<file path="config.mk">
export PLATFORM = sky130hd
export DESIGN_NAME = pl_tx_msg_sender
export DESIGN_NICKNAME = d
export VERILOG_FILES = /design/src/rtl/pd_pl_pkg.sv /design/src/rtl/pl_tx_msg_buf.sv /design/src/rtl/pl_tx_msg_sender.sv
export SDC_FILE = /design/constraint.sdc
export NUM_CORES = 1
export LEC_CHECK = 0
export BUFFER_PORTS_ARGS = -buffer_cell sky130_fd_sc_hd__buf_4
export CAP_MARGIN = 25
export CORE_ASPECT_RATIO = 1.5
export CORE_MARGIN = 5
export CORE_UTILIZATION = 45
export CTS_BUF_LIST = sky130_fd_sc_hd__clkbuf_16
export DETAILED_ROUTE_END_ITERATION = 10
export RECOVER_POWER = 50
export SLEW_MARGIN = 20
export SYNTH_ARGS = -nofsm -noshare
export SYNTH_HDL_FRONTEND = slang
export SYNTH_HIERARCHICAL = 1
export SYNTH_SLANG_ARGS = --single-unit
</file>
<file path="constraint.sdc">
create_clock -name clk -period 2.7 [get_ports clk]
set_input_delay 0.27 -clock clk [delete_from_list [all_inputs] [get_ports clk]]
set_output_delay 0.27 -clock clk [all_outputs]
set_load 0.1 [all_outputs]
</file>
<file path="src/rtl/pd_pl_pkg.sv">
// Shared USB-PD protocol-layer definitions: packet types, message size
// limit, transmit FSM state encoding and a packet-type classifier.
package pd_pl_pkg;

  // Packet types presented to the PHY
  localparam logic [2:0] PKT_SOP         = 3'd0;
  localparam logic [2:0] PKT_SOP_P       = 3'd1;
  localparam logic [2:0] PKT_SOP_PP      = 3'd2;
  localparam logic [2:0] PKT_SOP_P_DBG   = 3'd3;
  localparam logic [2:0] PKT_SOP_PP_DBG  = 3'd4;
  localparam logic [2:0] PKT_HARD_RESET  = 3'd5;
  localparam logic [2:0] PKT_CABLE_RESET = 3'd6;
  localparam logic [2:0] PKT_BIST        = 3'd7;

  // Largest message: 2-byte header plus seven 4-byte data objects
  localparam int PD_MAX_MSG_BYTES = 30;

  // Transmit FSM state encoding
  localparam logic [1:0] ST_IDLE      = 2'd0;
  localparam logic [1:0] ST_SEND      = 2'd1;
  localparam logic [1:0] ST_WAIT_DONE = 2'd2;
  localparam logic [1:0] ST_FINISH    = 2'd3;

  // SOP-family packets carry a payload; reset/BIST ordered sets do not
  function automatic logic is_sop_family(input logic [2:0] pkt_type);
    return (pkt_type <= PKT_SOP_PP_DBG);
  endfunction

endpackage

</file>
<file path="src/rtl/pl_tx_msg_buf.sv">
// Message byte buffer: RAM written sequentially at the current count,
// count register with clear, and an asynchronous read port.
module pl_tx_msg_buf
  import pd_pl_pkg::*;
#(
  parameter int BUF_DEPTH = 32,
  parameter int CNT_W     = 6
) (
  input  logic                         clk,
  input  logic                         rst_n,
  input  logic                         wr_en,
  input  logic [7:0]                   wr_data,
  input  logic                         clr,
  input  logic [$clog2(BUF_DEPTH)-1:0] rd_idx,
  output logic [7:0]                   rd_data,
  output logic [CNT_W-1:0]             cnt
);

  localparam int AW = $clog2(BUF_DEPTH);
  localparam logic [CNT_W-1:0] ONE_CNT = {{(CNT_W-1){1'b0}}, 1'b1};

  logic [7:0]       mem_r [BUF_DEPTH];
  logic [CNT_W-1:0] cnt_r;

  // Byte count: clear has priority over an accepted write
  always_ff @(posedge clk or negedge rst_n) begin
    if (!rst_n) begin
      cnt_r <= {CNT_W{1'b0}};
    end else if (clr) begin
      cnt_r <= {CNT_W{1'b0}};
    end else if (wr_en) begin
      cnt_r <= cnt_r + ONE_CNT;
    end else begin
      cnt_r <= cnt_r;
    end
  end

  // Byte storage: each accepted write lands at the next free slot
  always_ff @(posedge clk) begin
    if (wr_en) begin
      mem_r[cnt_r[AW-1:0]] <= wr_data;
    end
  end

  assign rd_data = mem_r[rd_idx];
  assign cnt     = cnt_r;

endmodule

</file>
<file path="src/rtl/pl_tx_msg_sender.sv">
// Protocol-layer transmit stage: buffers one PD message, requests a packet
// from the PHY, streams the payload bytes and reports the PHY result.
// Optional macro PL_TX_AUTO_RETRY_EN: resend failed SOP-family packets up
// to twice and expose msg_tx_retry_cnt.
module pl_tx_msg_sender
  import pd_pl_pkg::*;
#(
  parameter int BUF_DEPTH = 32,
  parameter int CNT_W     = 6
) (
  input  logic             clk,
  input  logic             rst_n,
  input  logic             msg_wr_en,
  input  logic [7:0]       msg_wr_data,
  input  logic             msg_clr,
  output logic [CNT_W-1:0] msg_byte_cnt,
  output logic             msg_full,
  output logic             msg_wr_err,
  input  logic             msg_tx_req,
  input  logic [2:0]       msg_tx_type,
  output logic             msg_tx_busy,
  output logic             msg_tx_done,
  output logic             msg_tx_result,
  output logic             pl2phy_tx_packet_en,
  output logic [2:0]       pl2phy_tx_packet_type,
  input  logic             phy2pl_tx_packet_done,
  input  logic             phy2pl_tx_packet_result,
  output logic             pl2phy_tx_payload_en,
  output logic [7:0]       pl2phy_tx_payload,
  output logic             pl2phy_tx_payload_last,
  input  logic             phy2pl_tx_payload_done
`ifdef PL_TX_AUTO_RETRY_EN
  ,
  output logic [1:0]       msg_tx_retry_cnt
`endif
);

  localparam int AW = $clog2(BUF_DEPTH);
  localparam logic [CNT_W-1:0] ONE_CNT   = {{(CNT_W-1){1'b0}}, 1'b1};
  localparam logic [CNT_W-1:0] DEPTH_CNT = CNT_W'(BUF_DEPTH);

  logic [1:0]       state_r;
  logic [CNT_W-1:0] rd_idx_r;
  logic [2:0]       type_r;
  logic             result_r;
  logic             done_r;
  logic             wr_err_r;
  logic             packet_en_r;
  logic             payload_en_r;

  logic [CNT_W-1:0] cnt_s;
  logic [7:0]       rd_data_s;
  logic             idle_s;
  logic             full_s;
  logic             wr_accept_s;
  logic             wr_drop_s;
  logic             buf_clr_s;
  logic             last_s;
  logic             retry_pend_s;

`ifdef PL_TX_AUTO_RETRY_EN
  logic [1:0]       retry_cnt_r;
  logic             retry_pend_r;
  logic             retry_s;

  // A failed SOP-family attempt is resent while retries remain
  assign retry_s      = !phy2pl_tx_packet_result && is_sop_family(type_r) &&
                        (retry_cnt_r != 2'd2);
  assign retry_pend_s = retry_pend_r;
  assign msg_tx_retry_cnt = retry_cnt_r;
`else
  assign retry_pend_s = 1'b0;
`endif

  assign idle_s      = (state_r == ST_IDLE);
  assign full_s      = (cnt_s == DEPTH_CNT);
  // msg_clr in IDLE swallows a same-cycle write without flagging an error
  assign wr_accept_s = idle_s && msg_wr_en && !msg_clr && !msg_tx_req && !full_s;
  assign wr_drop_s   = msg_wr_en && !(idle_s && msg_clr) && !wr_accept_s;
  assign last_s      = payload_en_r && ((rd_idx_r + ONE_CNT) == cnt_s);

  // Buffer is emptied by an explicit clear or by a final successful send
  always_comb begin
    buf_clr_s = 1'b0;
    if (idle_s && msg_clr) begin
      buf_clr_s = 1'b1;
    end else if ((state_r == ST_FINISH) && result_r && !retry_pend_s) begin
      buf_clr_s = 1'b1;
    end else begin
      buf_clr_s = 1'b0;
    end
  end

  pl_tx_msg_buf #(
    .BUF_DEPTH (BUF_DEPTH),
    .CNT_W     (CNT_W)
  ) u_buf (
    .clk     (clk),
    .rst_n   (rst_n),
    .wr_en   (wr_accept_s),
    .wr_data (msg_wr_data),
    .clr     (buf_clr_s),
    .rd_idx  (rd_idx_r[AW-1:0]),
    .rd_data (rd_data_s),
    .cnt     (cnt_s)
  );

  // Transmit FSM with its registered PHY and engine handshake outputs
  always_ff @(posedge clk or negedge rst_n) begin
    if (!rst_n) begin
      state_r      <= ST_IDLE;
      rd_idx_r     <= {CNT_W{1'b0}};
      type_r       <= 3'd0;
      result_r     <= 1'b0;
      done_r       <= 1'b0;
      wr_err_r     <= 1'b0;
      packet_en_r  <= 1'b0;
      payload_en_r <= 1'b0;
`ifdef PL_TX_AUTO_RETRY_EN
      retry_cnt_r  <= 2'd0;
      retry_pend_r <= 1'b0;
`endif
    end else begin
      done_r   <= 1'b0;
      wr_err_r <= wr_drop_s;
      case (state_r)
        ST_IDLE: begin
          if (msg_tx_req && !msg_clr) begin
            type_r   <= msg_tx_type;
            rd_idx_r <= {CNT_W{1'b0}};
`ifdef PL_TX_AUTO_RETRY_EN
            retry_cnt_r  <= 2'd0;
            retry_pend_r <= 1'b0;
`endif
            if (!is_sop_family(msg_tx_type)) begin
              state_r     <= ST_WAIT_DONE;
              packet_en_r <= 1'b1;
            end else if (cnt_s == {CNT_W{1'b0}}) begin
              // Nothing to send: reject without touching the PHY
              state_r  <= ST_FINISH;
              result_r <= 1'b0;
            end else begin
              state_r      <= ST_SEND;
              packet_en_r  <= 1'b1;
              payload_en_r <= 1'b1;
            end
          end
        end
        ST_SEND, ST_WAIT_DONE: begin
          // A packet_done during SEND is a PHY abort and ends the packet too
          if (phy2pl_tx_packet_done) begin
            state_r      <= ST_FINISH;
            packet_en_r  <= 1'b0;
            payload_en_r <= 1'b0;
`ifdef PL_TX_AUTO_RETRY_EN
            if (retry_s) begin
              retry_pend_r <= 1'b1;
            end else begin
              result_r <= phy2pl_tx_packet_result;
            end
`else
            result_r <= phy2pl_tx_packet_result;
`endif
          end else if ((state_r == ST_SEND) && phy2pl_tx_payload_done && payload_en_r) begin
            rd_idx_r <= rd_idx_r + ONE_CNT;
            if (last_s) begin
              state_r      <= ST_WAIT_DONE;
              payload_en_r <= 1'b0;
            end
          end
        end
        ST_FINISH: begin
`ifdef PL_TX_AUTO_RETRY_EN
          if (retry_pend_r) begin
            // packet_en stayed low for this one cycle; restart from byte 0
            state_r      <= ST_SEND;
            packet_en_r  <= 1'b1;
            payload_en_r <= 1'b1;
            rd_idx_r     <= {CNT_W{1'b0}};
            retry_cnt_r  <= retry_cnt_r + 2'd1;
            retry_pend_r <= 1'b0;
          end else begin
            state_r <= ST_IDLE;
            done_r  <= 1'b1;
          end
`else
          state_r <= ST_IDLE;
          done_r  <= 1'b1;
`endif
        end
        default: begin
          state_r      <= ST_IDLE;
          packet_en_r  <= 1'b0;
          payload_en_r <= 1'b0;
        end
      endcase
    end
  end

  assign msg_byte_cnt           = cnt_s;
  assign msg_full               = full_s;
  assign msg_wr_err             = wr_err_r;
  assign msg_tx_busy            = (state_r != ST_IDLE);
  assign msg_tx_done            = done_r;
  assign msg_tx_result          = result_r;
  assign pl2phy_tx_packet_en    = packet_en_r;
  assign pl2phy_tx_packet_type  = packet_en_r ? type_r : 3'd0;
  assign pl2phy_tx_payload_en   = payload_en_r;
  assign pl2phy_tx_payload      = payload_en_r ? rd_data_s : 8'h00;
  assign pl2phy_tx_payload_last = last_s;

endmodule

</file>
-- Word level (Yosys, flattened, before mapping)
Memories as Yosys holds them, arrays and structs flattened.
Index checks and enable logic that the tools add are counted.
- memories kept: 1
- bits in writable memories: 256
- input bits: 19
- register bits: 22
- word-level logic and storage cells: 93
- reductions and logical operators: 29
- add/sub/neg operators: 2
- eq/ne operators: 15
- $lt $le $gt $ge: 1
- multiplexer cells: 36
- memories (name ; words ; bits a word ; rd ports ; clocked after Yosys merged registers in ; write ports ; line ; source):
    u_buf.mem_r ; 32 ; 8 ; 1 ; 0 ; 1 ; pl_tx_msg_buf.sv:22 ; logic [7:0] mem_r [BUF_DEPTH];
- operator list (kind ; number):
    2-to-1 mux 6 bit ; 5
    2-to-1 mux 1 bit ; 18
    adder 6 x 1 -> 6 bit (second input constant) ; 2
    logical AND 1 bit ; 12
    2-to-1 mux 2 bit ; 6
    one-hot mux 6 bit (2 select lines) ; 1
    != test 3 bit (second input constant) ; 3
    2-to-1 mux 8 bit ; 1
    != test 2 bit (second input constant) ; 4
    AND reduction 4 bit ; 2
    == test 6 bit ; 1
    == test 6 bit (second input constant) ; 1
    zero test 6 bit ; 1
    != test 2 x 1 -> 1 bit (second input constant) ; 3
    one-hot mux 1 bit (2 select lines) ; 3
    one-hot mux 2 bit (3 select lines) ; 1
    AND reduction 6 bit ; 1
    nonzero test 2 bit ; 3
    zero test 1 bit ; 5
    AND reduction 5 bit ; 1
    == test 2 bit (second input constant) ; 2
    less-or-equal comparator 3 bit (second input constant) ; 1
    2-to-1 mux 3 bit ; 1
    AND reduction 3 bit ; 1
    other kinds (4) ; 4

-- Logic depth before layout (Yosys ltp)
Gate-level depths: netlist of the first run.
- word-level depth: 7
- mapped depth: 8

-- Modules after synthesis
The synthesis of the first run kept the hierarchy.
- modules (own cells, without submodules) (module ; sequential area each (um^2) ; instances ; cells an instance ; area an instance (um^2)):
    pl_tx_msg_buf ; 7837.5 ; 1 ; 443 ; 10214.8
    pl_tx_msg_sender ; 400.4 ; 1 ; 129 ; 1162.4

-- Worst setup path before layout of the first run
No wires, ideal clock.
- path type: register -> register
- start: register u_buf.cnt_r[0], in the netlist u_buf/cnt[0]
- end: memory u_buf.mem_r[3][0], enable pin
- setup time: 0.383 ns
- slack: -1.180 ns
- clock period less this slack: 3.880 ns
- data required time: 2.317 ns
- cell stages (with the launch flop): 9
- arrival time: 3.497 ns
- cells stage by stage: dfrtp_1 > nor4_2 > and3b_1 > nor2_1 > and4b_1 > clkbuf_1 > nand2_1 > or2_2 > nor3_1
- cells in the longest elaborated chain, start to end: 5
- ends and longest elaborated chain (element ; line ; source):
    start: declaration ; pl_tx_msg_buf.sv:23 ; logic [CNT_W-1:0] cnt_r;
    start signal: assignment ; pl_tx_msg_buf.sv:28 ; cnt_r <= {CNT_W{1'b0}};
    start signal: assignment ; pl_tx_msg_buf.sv:30 ; cnt_r <= {CNT_W{1'b0}};
    start signal: assignment ; pl_tx_msg_buf.sv:32 ; cnt_r <= cnt_r + ONE_CNT;
    == test 6 bit ; pl_tx_msg_sender.sv:76 ; assign full_s = (cnt_s == DEPTH_CNT);
    via msg_full ; pl_tx_msg_sender.sv:17 ; output logic msg_full,
    zero test 1 bit ; pl_tx_msg_sender.sv:78 ; assign wr_accept_s = idle_s && msg_wr_en && !msg_clr && !msg_tx_req && !full_s;
    logical AND 1 bit ; pl_tx_msg_sender.sv:78 ;
    via wr_accept_s ; pl_tx_msg_sender.sv:55 ; logic wr_accept_s;
    2-to-1 mux 1 bit ; pl_tx_msg_buf.sv:40 ; if (wr_en) begin
    2-to-1 mux 1 bit (not written as such) ; pl_tx_msg_buf.sv:41 ; mem_r[cnt_r[AW-1:0]] <= wr_data;
    end: declaration ; pl_tx_msg_buf.sv:22 ;
The timed path passes the listed nets, and every way through them passes these cells.

-- Worst setup path after layout of the first run
- start: register rd_idx_r[1]
- end: output pl2phy_tx_payload[2]
- cells in the longest elaborated chain, start to end: 2
- ends and longest elaborated chain (element ; line ; source):
    start: declaration ; pl_tx_msg_sender.sv:43 ; logic [CNT_W-1:0] rd_idx_r;
    start signal: assignment ; pl_tx_msg_sender.sv:112 ; rd_idx_r <= {CNT_W{1'b0}};
    start signal: assignment ; pl_tx_msg_sender.sv:130 ; rd_idx_r <= {CNT_W{1'b0}};
    start signal: assignment ; pl_tx_msg_sender.sv:165 ; rd_idx_r <= rd_idx_r + ONE_CNT;
    memory (32 x 8 bit) ; -- ;
    via rd_data_s[2] ; pl_tx_msg_sender.sv:52 ; logic [7:0] rd_data_s;
    2-to-1 mux 8 bit ; pl_tx_msg_sender.sv:209 ; assign pl2phy_tx_payload = payload_en_r ? rd_data_s : 8'h00;
    end: declaration ; pl_tx_msg_sender.sv:29 ; output logic [7:0] pl2phy_tx_payload,
The timed path passes the listed nets, and every way through them passes these cells.

==> summary.md, run 1 <==
| Metric | Value |
|---|---|
| Worst setup EP type | `output port` |
| Cell Area, Synth | `11400 um2` |
| Fmax | `306 MHz` |
| NetSw | `3.45 mW` |
| DR iter-0 viols | `450` |
| Vias in the first global route | `6091` |
| Area of the core | `25100 um2` |
| Slew Viols, Final | `32` |
| Number of synthesized flops with an enable pin | `256` |
| DR pass1 iterations | `5` |
| WL/cell | `25.2 um` |
| Syn avg cell area | `19.9 um2` |
| Post-synth top area share | `0.676` |
| Cell variety after synth | `47` |
| Synth Instances | `572` |
| Power Dens Cells | `849 nW/um2` |
| Largest net degree at the start of global routing | `33` |
| CP top delay family | `multiplexers` |
| Worst path cell trace | `buf_12 > buf_12 > buf_16 > mux4_2 > mux4_2 > mux2_4 > and2_4 > buf_12` |
| P_leak | `approximately 4.4 nW` |
| Placement Rows | `71` |
| Worst clock skew | `approximately 0.011 ns` |
| Worst slew pin tran | `1.51 ns` |
| VDD IR-drop max | `0.781 mV` |
| ANT cells | `0` |
| Largest stage delay, worst path | `0.51 ns` |
| Share of cells above drive strength 1 | `0.352` |
| Status | `finished with violations` |
| Die ar. | `approximately 29000 um2` |
| Most frequent cells after synthesis | `edfxtp_1 (256), mux4_2 (80), nor2_1 (36), dfrtp_1 (22), nand2_1 (18)` |
| Final worst setup slack | `-0.572 ns` |
| CP max stage cell | `mux4_2` |
| CP startpoint kind | `flop` |
| Reg-to-reg slack, setup | `approximately 0.03 ns` |
| Main area contributors after synthesis | `edfxtp_1 (68%), mux4_2 (16%), dfrtp_1 (4.8%), nor2_1 (1.2%), ha_1 (0.88%)` |
| Tmin final | `about 3.3 ns` |
| Drt drc | `0` |
| Area Overhead vs Synth | `20.0%` |
| Post-synth top area cell | `edfxtp_1` |
| Htree depth | `1` |
| Post-DP Area | `about 12000 um2` |
| Async set-or-reset flop fraction in the synthesized netlist | `0.0791` |
| Hold depth | `3` |
| YS warnings | `6` |
| Count leader, synth | `edfxtp_1` |
| R2r endpoint | `u_buf/mem_r[13][3]` |
| Detail Placement HPWL | `16700 um` |
| Latest clock arrival within the worst-skew pair | `0.51 ns` |
| Worst EP required | `2.43 ns` |
| Crit path kind | `reg2out` |
| Worst Hold Launch | `phy2pl_tx_packet_result` |
| Logic pwr share | `0.262` |
| FF-to-FF path depth | `7` |
| Final hold slack | `roughly 0.078 ns` |
| RSZ-0062 raised after global routing | `true` |
| DR vias | `5799` |
| Finish-stage setup viols | `9` |
| Final Hold Fails | `0` |
| Max_slew headroom | `-0.00479` |
| Critical R2R Launch | `u_buf/cnt[3]` |
| Final #Nets | `slightly below 700` |
| CTS tree | `built` |
| Crit-path most repeated cell | `buf_12` |
| CTS Buf Count | `25` |
| Sw Share | `0.298` |
| CP Buf/Inv Count | `4` |
| Boundary pin count | `44` |
| Min-Delay Endpoint | `msg_tx_result` |
| First-pass GRT wire length | `38500 um` |
| Clk slew on worst S/H paths | `0.06 ns` |
| #FFs+latches synth | `278` |
| Clock sink total | `278` |
| Clock power frac | `0.313` |
| Post-Route WL | `25400 um` |
| GRT Total Usage | `0.179` |
| Starting density of the core | `0.454` |
| CP Max Fanout | `5` |
| Post-layout instance area | `about 14000 um2` |
| Root buffer cell | `clkbuf_16` |
| Max-cap violations | `2` |
| Clock buffer depth | `3` |
| Overall die width | `140 um` |
| Routability cong. | `between 0.8 and 0.9` |
| Initial antenna violation count | `0` |
| Seq pwr share | `0.424` |
| Worst EP arrival | `approximately 3.0 ns` |
| Fin crit share | `1.21` |
| # port buffers | `43` |
| DRT antenna net count | `0` |
| Post-Synthesis Net Count | `599` |
| Primary FF master, synth | `edfxtp_1` |
| GR Overflow Total | `0` |
| Post-synthesis sequential area ratio | `0.724` |
| DIE HEIGHT | `205 um` |
| Vias/cell | `approximately 5.7` |
| Hold WC Path Type | `in2reg` |
| Failing checks | `capacitance limit, slew limit, setup timing` |
| P_int | `between 8 and 9 mW` |
[state kept, by name, summed over array words and instances (netlist names)]
name	cells
rd_idx_r	6
type_r	3
u_buf/cnt	6
msg_tx_result	1
pl2phy_tx_packet_en	1
state_r	2
msg_tx_done	1
u_buf/mem_r	256
pl2phy_tx_payload_en	1
msg_wr_err	1
[worst register-to-register path: cells and delay by family, from the launching register on]
kind / cells / cell delay (ns)
DFF: 1 / 0.42
buffers and inverters: 1 / 0.23
and+or+nand+nor: 6 / 1.65
[layout make-up]
type                            count  area (um2)
Fill cell                        1938       11400
Sequential cell                   278        8260
Multi-Input combinational cell    259        3140
Timing Repair Buffer               91         965
Clock buffer                       25         626
Tap cell                          328         410
Clock inverter                     19         214
Inverter                            9        33.8
[power by group through the flow]
| stage | registers (mW) | logic, mW | clock network (mW) |
|---|---|---|---|
| floorplan | 5.27 | 1.72 | 0 |
| global placement | 5.00 | 2.67 | 0 |
| detailed placement | 5.01 | 2.71 | 0 |
| CTS | 4.91 | 3.14 | 3.70 |
| global route | 4.93 | 3.20 | 3.87 |
| finish | 4.92 | 3.04 | 3.63 |
[layout by cell type (no fill, tap or decap), drive strengths merged, types with 5 or more instances in the layout]
cell type and n:
bufinv 5, nor2 36, dlygate4sd3 5, xnor2 5, o21ai 13, dfrtp 22
nand2 18, mux4 80, nand3 7, and2 13, xor2 8, ha 8
a21oi 7, inv 14, clkbuf 40, o22ai 5, nand2b 5, edfxtp 256
nor3 13, buf 71, mux2 11, clkinv 8
[per-stage QoR]
stage                     std cells  setup WS, ns  power [mW]  TNS [ns]  utilization
final                          1009        -0.572        11.6     -4.53        0.545
after floorplan                 572        0.0718        6.99         0            -
after CTS                      1010        -0.626        11.8     -5.16        0.549
after global placement          947        -0.133        7.68    -0.835        0.496
after global routing           1009        -0.628        12.0     -5.06        0.545
after detailed placement        947        -0.167        7.72    -0.903        0.496
[cells by family after synthesis]
| kind of cell | count (synthesis) | synth area share |
|---|---|---|
| xor gates and xnor gates | 14 | 0.0126 |
| buffers and inverters | 35 | 0.0146 |
| and+or+nand+nor | 108 | 0.0492 |
| adders and majority gates | 8 | 0.00880 |
| muxes | 94 | 0.172 |
| AOI/OAI and AO/OA | 35 | 0.0188 |
| DFF | 278 | 0.724 |
[per-layer routing]
layer	track usage	part of all wire	vias to the layer above	wire length (um)
li1	-	-	2503	-
met1	0.233	0.41	3077	10300
met2	0.320	0.53	181	13500
met3	0.0222	0.041	38	1040
met4	0.0467	0.022	0	567
met5	0	0	-	0
[worst max path at each step]
stage / from / to / slack (ns) / cells past startpoint
after floorplan: u_buf/cnt[0] / u_buf/mem_r[10][0] / 0.07 / 7
after global placement: rd_idx_r[1] / pl2phy_tx_payload[7] / -0.13 / 6
after detailed placement: rd_idx_r[1] / pl2phy_tx_payload[7] / -0.17 / 6
after CTS: rd_idx_r[1] / pl2phy_tx_payload[2] / -0.63 / 8
after global routing: rd_idx_r[1] / pl2phy_tx_payload[6] / -0.63 / 8
final: rd_idx_r[1] / pl2phy_tx_payload[2] / -0.57 / 8
[what timing repair did]
action,in CTS,in global routing
endpoints found under the setup margin,9,19
pin swaps,3,5
hold endpoints to repair,26,0
resized for setup,53,6
cloned,5,0
hold buffers,5,0
setup buffers,9,2
No activity file was read; power rests on OpenSTA's default activity.
==> run 2, diff against run 1 <==
- ABC_AREA: not set -> 1
==> summary.md, run 2 <==
| Metric | Value |
|---|---|
| GRT Total Usage | `0.207` |
| Worst EP arrival | `2.50 ns` |
| Main area contributors after synthesis | `edfxtp_1 (64%), nand2_1 (13%), nand3_1 (8.8%), dfrtp_1 (4.6%), buf_4 (1.6%)` |
| CP max stage cell | `dfrtp_4` |
| Area Overhead vs Synth | `24.2%` |
| Hold WC Path Type | `in2reg` |
| Finish-stage setup viols | `9` |
| Sw Share | `0.406` |
| Worst clock skew | `0.0178 ns` |
| CP Max Fanout | `8` |
| Slew Viols, Final | `231` |
| Largest stage delay, worst path | `0.55 ns` |
| GR Overflow Total | `0` |
| Crit path kind | `reg2out` |
| Max reg flops | `around 260` |
| Max-cap violations | `7` |
| Synth Instances | `about 1100` |
| NetSw | `6.46 mW` |
| Seq pwr share | `0.317` |
| Failing checks | `capacitance limit, slew limit, setup timing` |
| Clock sink total | `278` |
| Post-synth top area share | `0.643` |
| Htree depth | `1` |
| Detail Placement HPWL | `17600 um` |
| Root buffer cell | `clkbuf_16` |
| Worst EP required | `roughly 2.4 ns` |
| Syn avg cell area | `10.7 um2` |
| Vias in the first global route | `8122` |
| Vias/cell | `about 5.4` |
| VDD IR-drop max | `1.34 mV` |
| Placement Rows | `73` |
| Post-synth top area cell | `edfxtp_1` |
| Overall die width | `143 um` |
| Most frequent cells after synthesis | `nand2_1 (424), edfxtp_1 (256), nand3_1 (210), inv_1 (43), nor2_1 (38)` |
| Async set-or-reset flop fraction in the synthesized netlist | `0.0791` |
| RSZ-0062 raised after global routing | `true` |
| YS warnings | `6` |
| Count leader, synth | `nand2_1` |
| Worst slew pin tran | `1.79 ns` |
| Area of the core | `about 26000 um2` |
| Post-Route WL | `31600 um` |
| Placed Cells | `1489` |
| Most common cell after layout, fill and taps aside | `nand2_1` |
| Post-synthesis sequential area ratio | `0.689` |
| Crit-path most repeated cell | `nand2_1` |
| Post-layout instance area | `14900 um2` |
| Initial antenna violation count | `0` |
| Final #Nets | `1236` |
| Reg-to-reg slack, setup | `0.33 ns` |
| Critical R2R Launch | `u_buf/cnt[2]` |
| P_int | `9.47 mW` |
| Clk slew on worst S/H paths | `about 0.06 ns` |
| Drt drc | `0` |
| Latest clock arrival within the worst-skew pair | `0.55 ns` |
| Status | `finished with violations` |
| FF-to-FF path depth | `8` |
| ANT cells | `0` |
| Starting density of the core | `0.453` |
| CP startpoint kind | `flop` |
| Commonest cells after routing, fill and taps aside | `nand2_1 (382), edfxtp_1 (256), nand3_1 (162)` |
| Fin Setup TNS | `-0.319 ns` |
| Filler cells | `2167` |
| Worst setup EP type | `output port` |
| Post-DP Area | `12900 um2` |
| WL/cell | `between 20 and 25 um` |
| Share of cells above drive strength 1 | `0.221` |
| DR iter-0 viols | `roughly 720` |
| # port buffers | `43` |
| Primary FF master, synth | `edfxtp_1` |
| CTS Buf Count | `26` |
| CTS tree | `built` |
| Routability cong. | `0.830` |
| Tot Pwr | `between 15 and 20 mW` |
| Largest net degree at the start of global routing | `36` |
| Clock buffer depth | `3` |
| DIE HEIGHT | `210 um` |
| Fin crit share | `1.02` |
| Logic pwr share | `0.450` |
| #FFs+latches synth | `between 200 and 300` |
| Finished Layout Cells | `about 1600` |
| DR vias | `8427` |
| DR pass1 iterations | `5` |
| Max_slew headroom | `-0.193` |
| Post-Synthesis Net Count | `1140` |
| R2r endpoint | `u_buf/mem_r[16][4]` |
| Final Hold Fails | `0` |
| Tmin final | `approximately 2.8 ns` |
| End of the critical path | `pl2phy_tx_payload[6]` |
| Power Dens Cells | `~1100 nW/um2` |
| Boundary pin count | `44` |
| Cell variety after synth | `29` |
| First-pass GRT wire length | `47000 um` |
| Clock power frac | `0.233` |
| P_leak | `5.79 nW` |
| Die ar. | `30000 um2` |
| DRT antenna net count | `0` |
| Fmax | `361 MHz` |
| Final worst setup slack | `-0.0668 ns` |
| Worst path cell trace | `clkinv_8 > buf_16 > buf_12 > nand2_1 > nand3_2 > nand3_2 > nand2_2 > nand2_1 > nand2_1 > nand2_1 > nand2_1 > nand2_1 > inv_2 > buf_12` |
| Number of synthesized flops with an enable pin | `256` |
| Cell Area, Synth | `12000 um2` |
| Critical path startpoint | `rd_idx_r[0]` |
-- run 2: per-layer routing --
layer | part of all wire | vias up | track usage
li1 | - | 3993 | -
met1 | 0.40 | 4098 | 0.264
met2 | 0.51 | 263 | 0.357
met3 | 0.050 | 73 | 0.0237
met4 | 0.042 | 0 | 0.0846
met5 | 0 | - | 0
-- run 2: layout make-up --
cell class / count / area, um2 / share of cell area
clock buffer: 30 / 751 / 0.0505
clock inverter: 18 / 133 / 0.00893
inverter: 49 / 201 / 0.0136
multi-input combinational: 730 / 3590 / 0.242
sequential: 278 / 8260 / 0.556
tap: 337 / 422 / 0.0284
timing repair buffer: 124 / 1500 / 0.101
-- run 2: through the flow --
step	hold WS [ns]	setup WS, ns	util
global route	0.00699	-0.166	0.563
floorplan	-0.0256	0.0160	-
detailed placement	0.179	0.363	0.487
finish	0.0101	-0.0668	0.563
CTS	0.00152	-0.0844	0.546
global placement	0.177	0.382	0.487
-- run 2: how the worst min path moves through the flow --
stage	startpoint	end	slack, ns	cells after the start
2_1_floorplan	rst_n	msg_tx_done	-0.03	0
3_3_place_gp	rst_n	type_r[1]	0.18	1
3_5_place_dp	rst_n	type_r[0]	0.18	1
4_1_cts	msg_tx_type[1]	type_r[1]	0.002	3
5_1_grt	msg_tx_type[1]	type_r[1]	0.007	3
6_report	msg_tx_type[1]	type_r[1]	0.01	3
-- run 2: worst max-delay path, delay by kind of cell, from the launching register on --
| family | cells | cell delay, ns |
|---|---|---|
| buffers and inverters | 5 | 0.66 |
| AND/OR/NAND/NOR | 9 | 0.74 |
| flip-flops | 1 | 0.55 |
-- run 2: cells by family (layout without fill, tap and decap cells) --
| group | after synthesis | in the layout | synth area share |
|---|---|---|---|
| flops | 278 | 278 | 0.689 |
| xor+xnor | 2 | 2 | 0.00147 |
| buf+inv | 105 | 221 | 0.0433 |
| simple gates | 694 | 694 | 0.245 |
| fa+ha+maj | 8 | 8 | 0.00837 |
| compound gates | 26 | 26 | 0.0125 |
-- run 2: power groups by stage --
stage,registers [mW],clock network [mW],logic (mW)
after floorplan,5.31,0,3.90
after CTS,5.02,3.77,6.68
after detailed placement,5.10,0,5.61
after global placement,5.10,0,5.58
after global routing,5.06,3.97,7.70
final,5.04,3.71,7.17
-- run 2: repair_timing --
| action | 4_1_cts | 5_1_grt |
|---|---|---|
| endpoints found under the setup margin | 9 | 9 |
| hold endpoints to repair | 24 | 0 |
| setup buffers | 6 | 0 |
| cloned | 10 | 10 |
| hold buffers | 4 | 0 |
| pin swaps | 21 | 44 |
| gates resized for setup | 79 | 72 |
==> run 3, diff against run 2 <==
- CTS_BUF_LIST: sky130_fd_sc_hd__clkbuf_16 -> not set
==> summary.md, run 3 (synthesis gave the netlist of run 2 again) <==
| Metric | Value |
|---|---|
| Filler cells | `2165` |
| Fin Setup TNS | `-0.326 ns` |
| Die ar. | `30000 um2` |
| Detail Placement HPWL | `between 15000 and 20000 um` |
| Slew Viols, Final | `230` |
| Crit path kind | `reg2out` |
| Boundary pin count | `44` |
| Share of cells above drive strength 1 | `0.223` |
| Most common cell after layout, fill and taps aside | `nand2_1` |
| Placed Cells | `1489` |
| Final hold slack | `0.0118 ns` |
| Final #Nets | `1236` |
| Max_slew headroom | `-0.175` |
| Routability cong. | `0.830` |
| DR iter-0 viols | `approximately 730` |
| CTS Buf Count | `26` |
| Hold WC Path Type | `in2reg` |
| CTS tree | `built` |
| P_leak | `5.78 nW` |
| DR pass1 iterations | `5` |
| Finished Layout Cells | `1566` |
| Final Hold Fails | `0` |
| Register Area | `around 8300 um2` |
| Starting density of the core | `0.453` |
| GR Overflow Total | `0` |
| DR vias | `about 8400` |
| Overall die width | `around 140 um` |
| Largest net degree at the start of global routing | `36` |
| Max-cap violations | `7` |
| # port buffers | `43` |
| Area of the core | `between 20000 and 30000 um2` |
| Finish-stage setup viols | `9` |
| Worst setup EP type | `output port` |
| Post-Route WL | `31700 um` |
| Worst EP required | `2.43 ns` |
| CP Max Fanout | `8` |
| Latest clock arrival within the worst-skew pair | `roughly 0.54 ns` |
| Vias/cell | `5.36` |
| GRT Total Usage | `0.207` |
| Power Dens Cells | `1080 nW/um2` |
| CP startpoint kind | `flop` |
| Clk slew on worst S/H paths | `0.06 ns` |
| Htree depth | `1` |
| Worst clock skew | `~0.016 ns` |
| RSZ-0062 raised after global routing | `true` |
| Tmin final | `approximately 2.8 ns` |
| Placement Rows | `73` |
| Fin crit share | `1.02` |
| Drt drc | `0` |
| Final worst setup slack | `-0.0605 ns` |
| WL/cell | `20.2 um` |
| Root buffer cell | `clkbuf_16` |
| Fmax | `approximately 360 MHz` |
| Status | `finished with violations` |
| Commonest cells after routing, fill and taps aside | `nand2_1 (382), edfxtp_1 (256), nand3_1 (162)` |
| Worst EP arrival | `between 2 and 2.5 ns` |
| Vias in the first global route | `8137` |
| Area Overhead vs Synth | `24.4%` |
| Worst slew pin tran | `1.76 ns` |
| Max reg flops | `256` |
| ANT cells | `0` |
| Clock sink total | `278` |
| DRT antenna net count | `0` |
| DIE HEIGHT | `210 um` |
| VDD IR-drop max | `1.34 mV` |
| Tot Pwr | `16.0 mW` |
| Clock buffer depth | `3` |
| Multi-input logic area | `3590 um2` |
| Final Util | `0.563` |
| First-pass GRT wire length | `47100 um` |
| Initial antenna violation count | `0` |
| Failing checks | `capacitance limit, slew limit, setup timing` |
-- run 3: critical path: stages, from the launching register on --
cell and delay [ns]:
dfrtp_4 0.55, clkinv_8 0.11, buf_16 0.15, buf_12 0.13, nand2_1 0.06, nand3_2 0.06
nand3_2 0.09, nand2_2 0.11, nand2_1 0.08, nand2_1 0.10, nand2_1 0.07, nand2_2 0.09
nand2_2 0.07, inv_2 0.10, buf_12 0.17
-- run 3: area by class of cell --
cell class / instances / area share
sequential: 278 / 0.555
timing repair buffer: 124 / 0.101
inverter: 49 / 0.0135
tap: 337 / 0.0284
clock buffer: 38 / 0.0538
clock inverter: 10 / 0.00690
multi-input combinational: 730 / 0.241
-- run 3: worst paths after layout --
path                                              to            from  depth (start not counted)  slack (ns)
worst max-delay path            pl2phy_tx_payload[7]     rd_idx_r[0]                         14       -0.06
max in group asynchronous               u_buf/cnt[1]           rst_n                          2        1.28
worst min register to register             type_r[2]       type_r[2]                          2        0.49
worst max register to register    u_buf/mem_r[16][4]    u_buf/cnt[2]                          8        0.33
worst min-delay path                       type_r[1]  msg_tx_type[1]                          3        0.01
min in group asynchronous                  type_r[0]           rst_n                          2        0.51
-- run 3: where the power goes --
group / internal (mW) / total, mW / switching [mW]
clock: 2.25 / 3.79 / 1.54
combinational: 2.45 / 7.18 / 4.73
sequential: 4.84 / 5.04 / 0.201
total: 9.55 / 16.0 / 6.47
-- run 3: metrics by stage --
| stage | area (um2) | setup WS [ns] |
|---|---|---|
| finish | 14900 | -0.0605 |
| floorplan | 12000 | 0.0160 |
| global placement | 12900 | 0.382 |
| CTS | 14400 | -0.0844 |
| detailed placement | 12900 | 0.363 |
| global route | 14900 | -0.166 |
-- run 3: repair_timing --
action	CTS	global route
gates cloned	10	10
pin swaps	21	44
endpoints found under the hold margin	24	0
setup buffers	6	0
endpoints found under the setup margin	9	9
hold buffers	4	0
gates resized for setup	79	72
-- run 3: routing by layer --
layer	global-route usage	vias to the layer above	routed length, um
met4	0.0846	0	1150
met3	0.0237	58	1510
met5	0	-	0
li1	-	3991	-
met1	0.264	4095	12700
met2	0.358	247	16300
